===== config.mk =====
export PLATFORM = sky130hd
export DESIGN_NAME = approx_mul_arbiter
export DESIGN_NICKNAME = d
export VERILOG_FILES = /design/src/rtl/approx_mul_arbiter.sv
export SDC_FILE = /design/constraint.sdc
export NUM_CORES = 1
export LEC_CHECK = 0
export CORE_ASPECT_RATIO = 0.75
export CORE_MARGIN = 2
export CORE_UTILIZATION = 45
export DETAILED_ROUTE_END_ITERATION = 10
export GPL_TIMING_DRIVEN = 0
export PLACE_DENSITY_LB_ADDON = 0.12
export SKIP_LAST_GASP = 1
export SYNTH_ARGS = -nofsm -noshare
export SYNTH_HDL_FRONTEND = slang
export SYNTH_SLANG_ARGS = --single-unit
export TNS_END_PERCENT = 1

===== constraint.sdc =====
create_clock -name clk -period 4.9 [get_ports clk]
set_input_delay 1.47 -clock clk [delete_from_list [all_inputs] [get_ports clk]]
set_output_delay 1.47 -clock clk [all_outputs]
set_load 0.01 [all_outputs]

===== src/rtl/approx_mul_arbiter.sv =====
// approx_mul_arbiter: round-robin sharing of one 8x8 approximate multiplier.
// Optional macro APPROX_MUL_ERRSTAT_EN adds resp_exact and err_cnt outputs.

// Approximate unsigned 8x8 multiply. Conf_Bit_Mask[c] keeps partial-product
// column c (c = 0..5); a cleared bit drops that column. Columns 6..15 are
// always exact, so mask 6'h3F yields the exact product.
module unsigned_int_mul (
    input  logic [7:0]  A,
    input  logic [7:0]  B,
    input  logic [5:0]  Conf_Bit_Mask,
    output logic [15:0] R
);
    logic [15:0] keep;

    // Sum the shifted partial products with low columns gated by the mask.
    always_comb begin
        keep = {10'h3FF, Conf_Bit_Mask};
        R    = '0;
        for (int j = 0; j < 8; j++) begin
            R = R + ((16'(A & {8{B[j]}}) << j) & keep);
        end
    end
endmodule

module approx_mul_arbiter #(
    parameter int N_REQ = 4,
    parameter int ID_W  = $clog2(N_REQ)
) (
    input  logic               clk,
    input  logic               rst,
    input  logic [N_REQ-1:0]   req_valid,
    output logic [N_REQ-1:0]   req_ready,
    input  logic [N_REQ*8-1:0] req_A,
    input  logic [N_REQ*8-1:0] req_B,
    input  logic [N_REQ*6-1:0] req_mask,
    output logic               resp_valid,
    input  logic               resp_ready,
    output logic [15:0]        resp_R,
    output logic [ID_W-1:0]    resp_id
`ifdef APPROX_MUL_ERRSTAT_EN
    ,
    output logic [15:0]        resp_exact,
    output logic [31:0]        err_cnt
`endif
);
    typedef enum logic [1:0] {IDLE, MUL, RESP} state_t;

    state_t          state_q;
    logic [ID_W-1:0] last_grant_q;
    logic [7:0]      a_q, b_q;
    logic [5:0]      mask_q;
    logic [ID_W-1:0] id_q;
    logic [15:0]     resp_r_q;
    logic [ID_W-1:0] resp_id_q;
    logic            resp_valid_q;

    logic [ID_W-1:0] win_d;
    logic [ID_W-1:0] idx;
    logic            found;
    logic            opp;
    logic            grant;
    logic [7:0]      a_d, b_d;
    logic [5:0]      m_sel, mask_d;
    logic [15:0]     mul_r;

    // Round-robin search upward from the last grant, wrapping at N_REQ-1.
    always_comb begin
        win_d = last_grant_q;
        found = 1'b0;
        idx   = '0;
        for (int k = 1; k <= N_REQ; k++) begin
            idx = ID_W'((int'(last_grant_q) + k) % N_REQ);
            if (!found && req_valid[idx]) begin
                found = 1'b1;
                win_d = idx;
            end
        end
    end

    assign opp   = (state_q == IDLE) ||
                   ((state_q == RESP) && resp_ready);
    assign grant = opp && found && !rst;

    // Steer the winner's operands and drive its one-hot accept.
    always_comb begin
        a_d       = '0;
        b_d       = '0;
        m_sel     = '0;
        req_ready = '0;
        for (int i = 0; i < N_REQ; i++) begin
            if (win_d == ID_W'(i)) begin
                a_d          = req_A[i*8 +: 8];
                b_d          = req_B[i*8 +: 8];
                m_sel        = req_mask[i*6 +: 6];
                req_ready[i] = grant;
            end
        end
        mask_d = (m_sel == 6'd0) ? 6'd1 : m_sel;
    end

    unsigned_int_mul u_mul (
        .A             (a_q),
        .B             (b_q),
        .Conf_Bit_Mask (mask_q),
        .R             (mul_r)
    );

    // Sequencer: capture on grant, multiply for one cycle, hold the result.
    always_ff @(posedge clk or posedge rst) begin
        if (rst) begin
            state_q      <= IDLE;
            last_grant_q <= ID_W'(N_REQ - 1);
            a_q          <= '0;
            b_q          <= '0;
            mask_q       <= '0;
            id_q         <= '0;
            resp_r_q     <= '0;
            resp_id_q    <= '0;
            resp_valid_q <= 1'b0;
        end else begin
            if (grant) begin
                a_q          <= a_d;
                b_q          <= b_d;
                mask_q       <= mask_d;
                id_q         <= win_d;
                last_grant_q <= win_d;
            end
            unique case (state_q)
                IDLE: begin
                    if (grant) state_q <= MUL;
                end
                MUL: begin
                    resp_r_q     <= mul_r;
                    resp_id_q    <= id_q;
                    resp_valid_q <= 1'b1;
                    state_q      <= RESP;
                end
                RESP: begin
                    if (resp_ready) begin
                        resp_valid_q <= 1'b0;
                        state_q      <= grant ? MUL : IDLE;
                    end
                end
                default: state_q <= IDLE;
            endcase
        end
    end

    assign resp_valid = resp_valid_q;
    assign resp_R     = resp_r_q;
    assign resp_id    = resp_id_q;

`ifdef APPROX_MUL_ERRSTAT_EN
    logic [15:0] exact_q;
    logic [31:0] err_q;

    // Exact product alongside the result; count saturating mismatches.
    always_ff @(posedge clk or posedge rst) begin
        if (rst) begin
            exact_q <= '0;
            err_q   <= '0;
        end else begin
            if (state_q == MUL) exact_q <= {8'd0, a_q} * {8'd0, b_q};
            if (resp_valid_q && resp_ready &&
                (resp_r_q != exact_q) && (err_q != 32'hFFFF_FFFF))
                err_q <= err_q + 32'd1;
        end
    end

    assign resp_exact = exact_q;
    assign err_cnt    = err_q;
`endif
endmodule

======== Yosys cells after proc, flatten, opt, wreduce, memory -nomap -nowiden ========
Index checks and enable logic that the tools add are counted.
word-level totals
  flip-flop bits (word level) ............. 47
  bits of input ports ..................... 95
operators by class
  multiplexer cells ....................... 39
  equal/unequal tests ..................... 7
  bitwise gates (word level) .............. 16
  reduce and logical (&&, ||, !) cells .... 17
  add/sub/neg operators ................... 11
  order comparisons ....................... 4
operator list
  operator               number
  $add A16 B16 Y16       7
  $and A16 B16 Y16       7
  $and A8 B8 Y8          8
  $mux W8                8
  $mux W6                5
  $and A15 B16 Y16       1
  $mux W1                14
  $lt A2 B3 Y1 const B   4
  $mux W2                6
  $bmux W1 S2            4
  $eq A2 B2 Y1 const B   3
  $logic_and A1 B1 Y1    6
  $logic_not A6 Y1       1
  $pmux W2 S3            1
  $add A2 B1 Y2 const B  2
  $add A2 B2 Y2 const B  2
  $eq A2 B1 Y1 const B   2
  $logic_not A1 Y1       4
  $logic_not A2 Y1       2
  $ne A2 B2 Y1 const B   2
  $reduce_and A2 Y1      2
  $pmux W1 S2            1
  $reduce_bool A2 Y1     1
  $logic_or A1 B1 Y1     1

======== Logic depth before layout (Yosys ltp) ========
Gate-level depths: netlist (run 1).
  depth after elaboration ................. 20
  gate-level depth with buffers ........... 16

======== Cells and area by module ========
Synthesis (run 1) repeated with hierarchy kept, for this count alone.
unflattened totals
  cell total of the unflattened synthesis .. 459
  area, all modules ....................... 4,490.6 um^2
modules (own cells, without submodules)
  module              area each (um^2)  instances  cells an instance  seq. area each (um^2)
  approx_mul_arbiter  2,572.5           1          254                1,178.6
  unsigned_int_mul    1,918.1           1          205                0.0

======== Worst setup path before layout (run 1) ========
OpenSTA, ideal clock, no wires.
  path type ............................... input -> output
  from .................................... in req_valid[1]
  to ...................................... out req_ready[0]
  arrival time ............................ 2,925 ps
  cell stages on the path ................. 6
  buffers on the path ..................... 2
  slack ................................... 505 ps
  path through ............................ mux2_4 > a222oi_1 > buf_4 > clkbuf_1 > inv_1 > nor3_1
between the ends
  longest elaborated chain between the ends .. 15
  elaborated cells between the ends (all ways) .. 26
  classes of those cells .................. mux: 17; reduce/logical: 9
ends and longest elaborated chain
  element                           line  text
  start: declaration                31    input logic [N_REQ-1:0] req_valid,
  $bmux W1 S2                       73    if (!found && req_valid[idx]) begin
  $mux W1 (not written as such)     73
  $mux W1                           73
  $logic_not A1 Y1                  73
  $logic_and A1 B1 Y1               73
  $mux W1                           73
  $logic_not A1 Y1                  73
  $logic_and A1 B1 Y1               73
  $mux W1                           73
  $logic_not A1 Y1                  73
  $logic_and A1 B1 Y1               73
  $mux W1                           73
  $logic_and A1 B1 Y1 (2 in a row)  82    assign grant = opp && found && !rst;
  $mux W1 *                         91    if (win_d == ID_W'(i)) begin
  end: declaration                  32    output logic [N_REQ-1:0] req_ready,
Mark *: on every way between the ends. The rest lies on a longest branch, timed or not. The select of a mux whose other input is x is not followed.

======== Final worst setup path (run 1) ========
  from .................................... in req_valid[1]
  to ...................................... out req_ready[3]
Same word-level chain as after synthesis.

==> results of run 1 <==
## cell families after synthesis
group / Yosys count / synth area share (%)
buffers and inverters: 76 / 6.80
flip-flops: 47 / 26.0
adder cells (fa/ha/maj): 69 / 25.4
AND/OR/NAND/NOR: 156 / 17.2
AO/OA/AOI/OAI: 95 / 15.0
XOR/XNOR: 6 / 1.16
multiplexers: 37 / 8.40
## power breakdown
part	internal [mW]	switching [mW]	total [mW]
Sequential	0.578	0.157	0.734
Combinational	1.64	2.12	3.76
Clock	0.195	0.162	0.356
Total	2.41	2.44	4.85
## per-layer routing
layer / track usage [%] / up-vias / wire length (µm)
li1: - / 1907 / -
met1: 32.1 / 1968 / 5420
met2: 35.5 / 113 / 5850
met3: 5.05 / 8 / 672
met4: 4.02 / 0 / 76
met5: 0 / - / 0
## worst max path at each step
stage	from	slack, ns	end	cells after the start
4_1_cts	req_valid[1]	-0.1	req_ready[3]	7
6_report	req_valid[1]	-0.06	req_ready[3]	7
5_1_grt	req_valid[1]	-0.16	req_ready[3]	7
3_5_place_dp	req_valid[3]	-0.68	req_ready[0]	8
3_3_place_gp	req_valid[3]	-0.66	req_ready[0]	8
2_1_floorplan	req_valid[1]	0.50	req_ready[0]	6
## stage by stage
stage          util, %  setup slack [ns]  cells
2_1_floorplan        -             0.505    486
3_3_place_gp      60.2            -0.659    735
4_1_cts           62.4           -0.0956    744
5_1_grt           62.5            -0.157    745
6_report          62.5           -0.0640    745
3_5_place_dp      60.5            -0.680    736
## cell usage in the layout, fill, tap and decap left out, types with 16 or more instances in the layout
cell type,synthesis,final
a21o_1,22,22
fa_1,38,38
ha_1,31,31
clkdlybuf4s50_1,0,115
mux2i_1,32,32
nor2b_1,19,19
dfrtp_1,45,45
and3_1,16,16
clkbuf_1,23,21
inv_1,45,43
a211oi_1,36,36
and2_1,20,20
nand2_1,60,59
## cell type report
class | instances | area (µm²)
fill | 851 | 3650
clock buffer | 5 | 125
timing repair buffer | 122 | 1230
buffer | 28 | 128
tap | 132 | 165
multi-input combinational | 363 | 3060
inverter | 45 | 173
clock inverter | 3 | 27.5
sequential | 47 | 1180
## critical path, delay by kind of cell
family,cells,cell delay (ns)
buf+inv,3,1.09
simple gates,4,0.93
## registers in the layout, summed over array words and instances (netlist names)
name,flops
b_q,8
id_q,2
resp_id,2
state_q,2
last_grant_q,2
resp_R,16
mask_q,6
resp_valid,1
a_q,8
## what timing repair did
action	CTS	global route
buffers inserted	3	1
endpoints found under the hold margin	0	0
pin swaps	1	1
resized for setup	7	4
setup endpoints to repair	4	3
==> results.py, run 1 <==
metrics = {
    "clocking": {
        "cts_buffers": 5,
        "clock_latency_ns": 0.30,
        "htreeDepth": 2,
        "root_buffer": "clkbuf_16",
        "cts.clk_slew.worst_paths_ns": 0.07,
        "cts_tree": "done",
        "clkSinkCount": 47,
        "hold_buffers": 0,
        "cts_buffer_depth": 2,
    },
    "logic_synthesis": {
        "synth_most_common_cell": "nand2_1",
        "syn_nets": 650,
        "yosys.area.top_type_share_pct": 24.9,
        "async_flop_share_pct": 100,
        "syn-cell-area_um2": 4530,
        "syn-instance-count": 486,
        "ys_seq_elements": 47,
        "synth.largest_area_cell": "dfrtp_1",
        "synth_seq_area_share_pct": 26.0,
        "synth_enable_flop_cells": 0,
        "yosys-top-cells-area": "dfrtp_1 (25%), fa_1 (17%), ha_1 (8.6%)",
        "synthFlopType": "dfrtp_1",
        "syn-mean-instance-area_um2": 9.31,
        "synthTopCellsByCount": "nand2_1 (60), dfrtp_1 (45), inv_1 (45)",
        "ys_warn_count": 0,
        "synth_cell_types": 43,
    },
    "placed_design": {
        "placed_area_um2": 5890,
        "place_congestion": 0.911,
        "hpwlAfterDp_um": 10000,
        "portBuffers": 117,
    },
    "worst_setup_path": {
        "cpMaxStageDelayCell": "or4_1",
        "max_stage_delay_ns": 0.59,
        "path_common_cell": "clkdlybuf4s50_1",
        "r2r-end": "resp_R[13]",
        "worstRegToRegCells": 14,
        "reg2reg_setup_slack_ns": 0.27,
        "crit_type": "input port to output pin",
        "r2r-start": "a_q[4]",
        "critPathRequiredTime_ns": 3.43,
        "cp.arrival_ns": 3.49,
        "path_cells": "clkdlybuf4s50_1 -> or4_1 -> nand3_4 -> clkinvlp_4 -> nand2_2 -> nor2_1 -> clkdlybuf4s50_1",
        "cp-end-kind": "output pin",
        "start_kind": "input port",
        "cp_max_fo": 9,
    },
    "sta": {
        "worstMarginPinSlew_ns": 0.560,
        "skew_ns": 0.00499,
        "slew_viol_final": 0,
        "min_period_over_period_pct": 101,
        "max_clock_freq_ghz": 0.201,
        "hold_ws_ns": 0.481,
        "period_minus_slack_ns": 4.96,
        "tns_ns": -0.119,
        "relSlewSlack_pct": 62.7,
        "setup_violations": 2,
        "rsz0062_at_grt": "true",
        "fin_ws_ns": -0.0640,
        "hold_viol": 0,
    },
    "global_route": {
        "grt_antenna_before_repair": 0,
        "gr-total-overflow": 0,
        "grt_max_degree": 29,
        "grt.total_usage_pct": 22.5,
        "grt_pass1_wl_um": 19600,
        "grt_pass1_vias": 3993,
    },
    "layout": {
        "drive_gt1_share_pct": 5.55,
        "nets": 776,
        "n_antenna_cell": 0,
        "syn_to_final_growth_pct": 34.6,
        "fin_area_um2": 6090,
    },
    "detailed_routing": {
        "num_vias": 3996,
        "detail_route.wirelength_um": 12000,
        "drc_errors": 0,
        "detail-route-antenna-nets": 0,
        "wire_per_inst_um": 16.1,
        "first_pass_iters": 5,
        "vias_per_cell": 5.36,
        "drt_iter0_drc": 215,
    },
    "die": {
        "initial_utilization_pct": 46.5,
        "fp.dieH_um": 90.9,
        "coreArea_um2": 9740,
        "rows": 31,
        "die-area_um2": 10900,
        "die_w_um": 120,
        "ios": 118,
    },
    "status": {
        "violations": "setup timing",
        "outcome": "finished with violations",
    },
    "min_path": {
        "hold_end": "resp_R[11]",
        "min_path_type": "flop to flop",
        "holdPathStages": 2,
        "min_from": "resp_R[11]",
    },
    "pwr": {
        "power.total_mw": 4.85,
        "power_density_nw_per_um2": 796,
        "p_leak_nw": 3.02,
        "ir_drop_v": 0.000410,
    },
    "job": {
        "drv_cap": 0,
    },
}
Note: power is estimated with default switching activity, not from simulation.
==> run 2, diff against run 1 <==
- TNS_END_PERCENT: 1 -> 5
==> results of run 2 <==
Same layout as run 1: the final DEF is identical, and so are final timing and power.
==> run 3, diff against run 2 <==
- DONT_BUFFER_PORTS: default -> 1
==> run 3 against run 2 <==
Effect of this change:
- the run now ends clean
- fmax is 5.6% higher
- final cell count is 16% lower
- sequential share of layout area is 5.0 points higher
- highest routed layer unchanged
- sequential cell count stayed put
- via count is 12% lower
- largest cell class unchanged
- hold slack better by 0.011 ns
- cell area is 20% lower
- global-route usage is 2.1 points lower
- worst setup slack better by 0.26 ns
- core utilization is 13 points lower
- critical path depth is 1 lower
- non-clock buffer count is 120 lower
==> results.py, run 3 (synthesized netlist as in run 1, its figures left out) <==
metrics = {
    "layout": {
        "n_fill_cell": 892,
        "syn_to_final_growth_pct": 7.08,
        "nets": 656,
        "n_antenna_cell": 0,
        "fin_area_um2": 4850,
        "largest_register_ffs": 16,
        "final_cell_mix": "nand2_1 (60), dfrtp_1 (45), inv_1 (44)",
        "layout_commonest_cell": "nand2_1",
        "drive_gt1_share_pct": 5.48,
    },
    "die": {
        "rows": 31,
        "ios": 118,
        "initial_utilization_pct": 46.5,
        "fp.dieH_um": 90.9,
        "coreArea_um2": 9740,
        "die-area_um2": 10900,
        "die_w_um": 120,
    },
    "placed_design": {
        "place_congestion": 0.803,
        "hpwlAfterDp_um": 8850,
        "portBuffers": 0,
        "placed_area_um2": 4710,
    },
    "sta": {
        "relSlewSlack_pct": 65.2,
        "min_period_over_period_pct": 95.9,
        "skew_ns": 0.00826,
        "period_minus_slack_ns": 4.70,
        "hold_viol": 0,
        "worstMarginPinSlew_ns": 0.521,
        "rsz0062_at_grt": "false",
        "hold_ws_ns": 0.492,
        "slew_viol_final": 0,
        "tns_ns": 0,
        "setup_violations": 0,
        "max_clock_freq_ghz": 0.213,
    },
    "clocking": {
        "cts_buffers": 5,
        "cts_buffer_depth": 2,
        "clock_latency_ns": 0.30,
        "root_buffer": "clkbuf_16",
        "cts.clk_slew.worst_paths_ns": 0.07,
        "htreeDepth": 2,
        "cts_tree": "done",
        "postCtsSetupRepairBufs": 0,
        "clkSinkCount": 47,
    },
    "min_path": {
        "holdPathStages": 2,
        "min_path_type": "flop to flop",
        "hold_end": "resp_id[1]",
        "min_from": "id_q[1]",
    },
    "detailed_routing": {
        "vias_per_cell": 5.60,
        "met3_length_um": 541,
        "first_pass_iters": 5,
        "num_vias": 3497,
        "drc_errors": 0,
        "met2_wirelength_um": 4880,
        "top_layer": "met4",
        "wl_met1_um": 5300,
        "detail_route.wirelength_um": 10800,
        "wire_per_inst_um": 17.3,
        "drt_iter0_drc": 156,
        "detail-route-antenna-nets": 0,
    },
    "status": {
        "outcome": "complete, no violations",
    },
    "global_route": {
        "grt_pass1_wl_um": 17700,
        "grt.total_usage_pct": 20.5,
        "grt_antenna_before_repair": 0,
        "grt_pass1_vias": 3452,
        "gr-total-overflow": 0,
        "grt_max_degree": 27,
    },
    "worst_setup_path": {
        "r2r-end": "resp_R[13]",
        "start_kind": "input port",
        "cp-end-kind": "output pin",
        "path_delay_family": "buffers and inverters",
        "r2r-start": "b_q[2]",
        "path_cells": "mux2_4 -> a222oi_1 -> buf_4 -> clkbuf_1 -> inv_1 -> nor3_1",
        "reg2reg_setup_slack_ns": 0.27,
        "cp_max_fo": 10,
        "cpMaxStageDelayCell": "clkbuf_1",
        "worst-path-stages": 6,
        "critPathRequiredTime_ns": 3.43,
        "max_stage_delay_ns": 0.42,
        "worstRegToRegCells": 14,
        "crit_type": "input port to output pin",
        "cp.arrival_ns": 3.23,
        "critPathBufInv": 3,
    },
    "job": {
        "drv_cap": 0,
    },
}
[run 3: cell types whose count changed in the layout (fill, tap and decap cells not counted), sizes merged]
| cell | previous run | this run |
|---|---|---|
| buf | 12 | 9 |
| clkbuf | 26 | 27 |
| clkdlybuf4s50 | 115 | 0 |
| clkinv | 0 | 2 |
| clkinvlp | 2 | 0 |
| dlygate4sd2 | 1 | 0 |
| dlymetal6s2s | 1 | 0 |
| inv | 46 | 45 |
[run 3: layer usage]
layer	global-route usage [%]	up-vias
met4	3.82	0
met1	31.9	1743
met5	0	-
met3	4.17	9
met2	29.3	73
li1	-	1672
[run 3: timing repair]
item                                    4_1_cts  5_1_grt
resized for setup                             0        0
hold buffers                                  0        0
endpoints found under the setup margin        0        2
[run 3: metrics by stage]
stage | setup slack [ns] | cells | utilization [%]
3_5_place_dp | 0.242 | 619 | 48.4
6_report | 0.200 | 625 | 49.8
4_1_cts | 0.230 | 627 | 49.9
2_1_floorplan | 0.505 | 486 | -
3_3_place_gp | 0.225 | 618 | 48.2
5_1_grt | 0.0218 | 625 | 49.8
[run 3: cell type report]
class	count	area [µm²]	area share, %
multi-input combinational	363	3040	62.7
buffer	29	131	2.71
tap	132	165	3.41
inverter	45	169	3.49
clock buffer	6	129	2.66
clock inverter	2	13.8	0.284
timing repair buffer	1	20.0	0.413
sequential	47	1180	24.3
[run 3: worst max-delay path by stage]
stage | from | end
after detailed placement | req_valid[1] | req_ready[0]
after CTS | a_q[4] | resp_R[13]
final | req_valid[1] | req_ready[0]
after floorplan | req_valid[1] | req_ready[0]
after global placement | req_valid[1] | req_ready[0]
after global routing | b_q[2] | resp_R[13]
[run 3: worst reg2reg max path, stage by stage (launching register included)]
cell,delay [ns]
dfrtp_1,0.32
clkbuf_1,0.35
and3_1,0.24
fa_1,0.45
fa_1,0.54
fa_1,0.51
ha_1,0.31
ha_1,0.23
fa_1,0.42
a21o_1,0.20
a21oi_1,0.24
o21bai_1,0.16
a21boi_0,0.28
o21ai_0,0.13
a31oi_1,0.17
Power of run 3 is not shown: default switching activity piles up to over one toggle a cycle in this logic, so the estimate is an artifact.
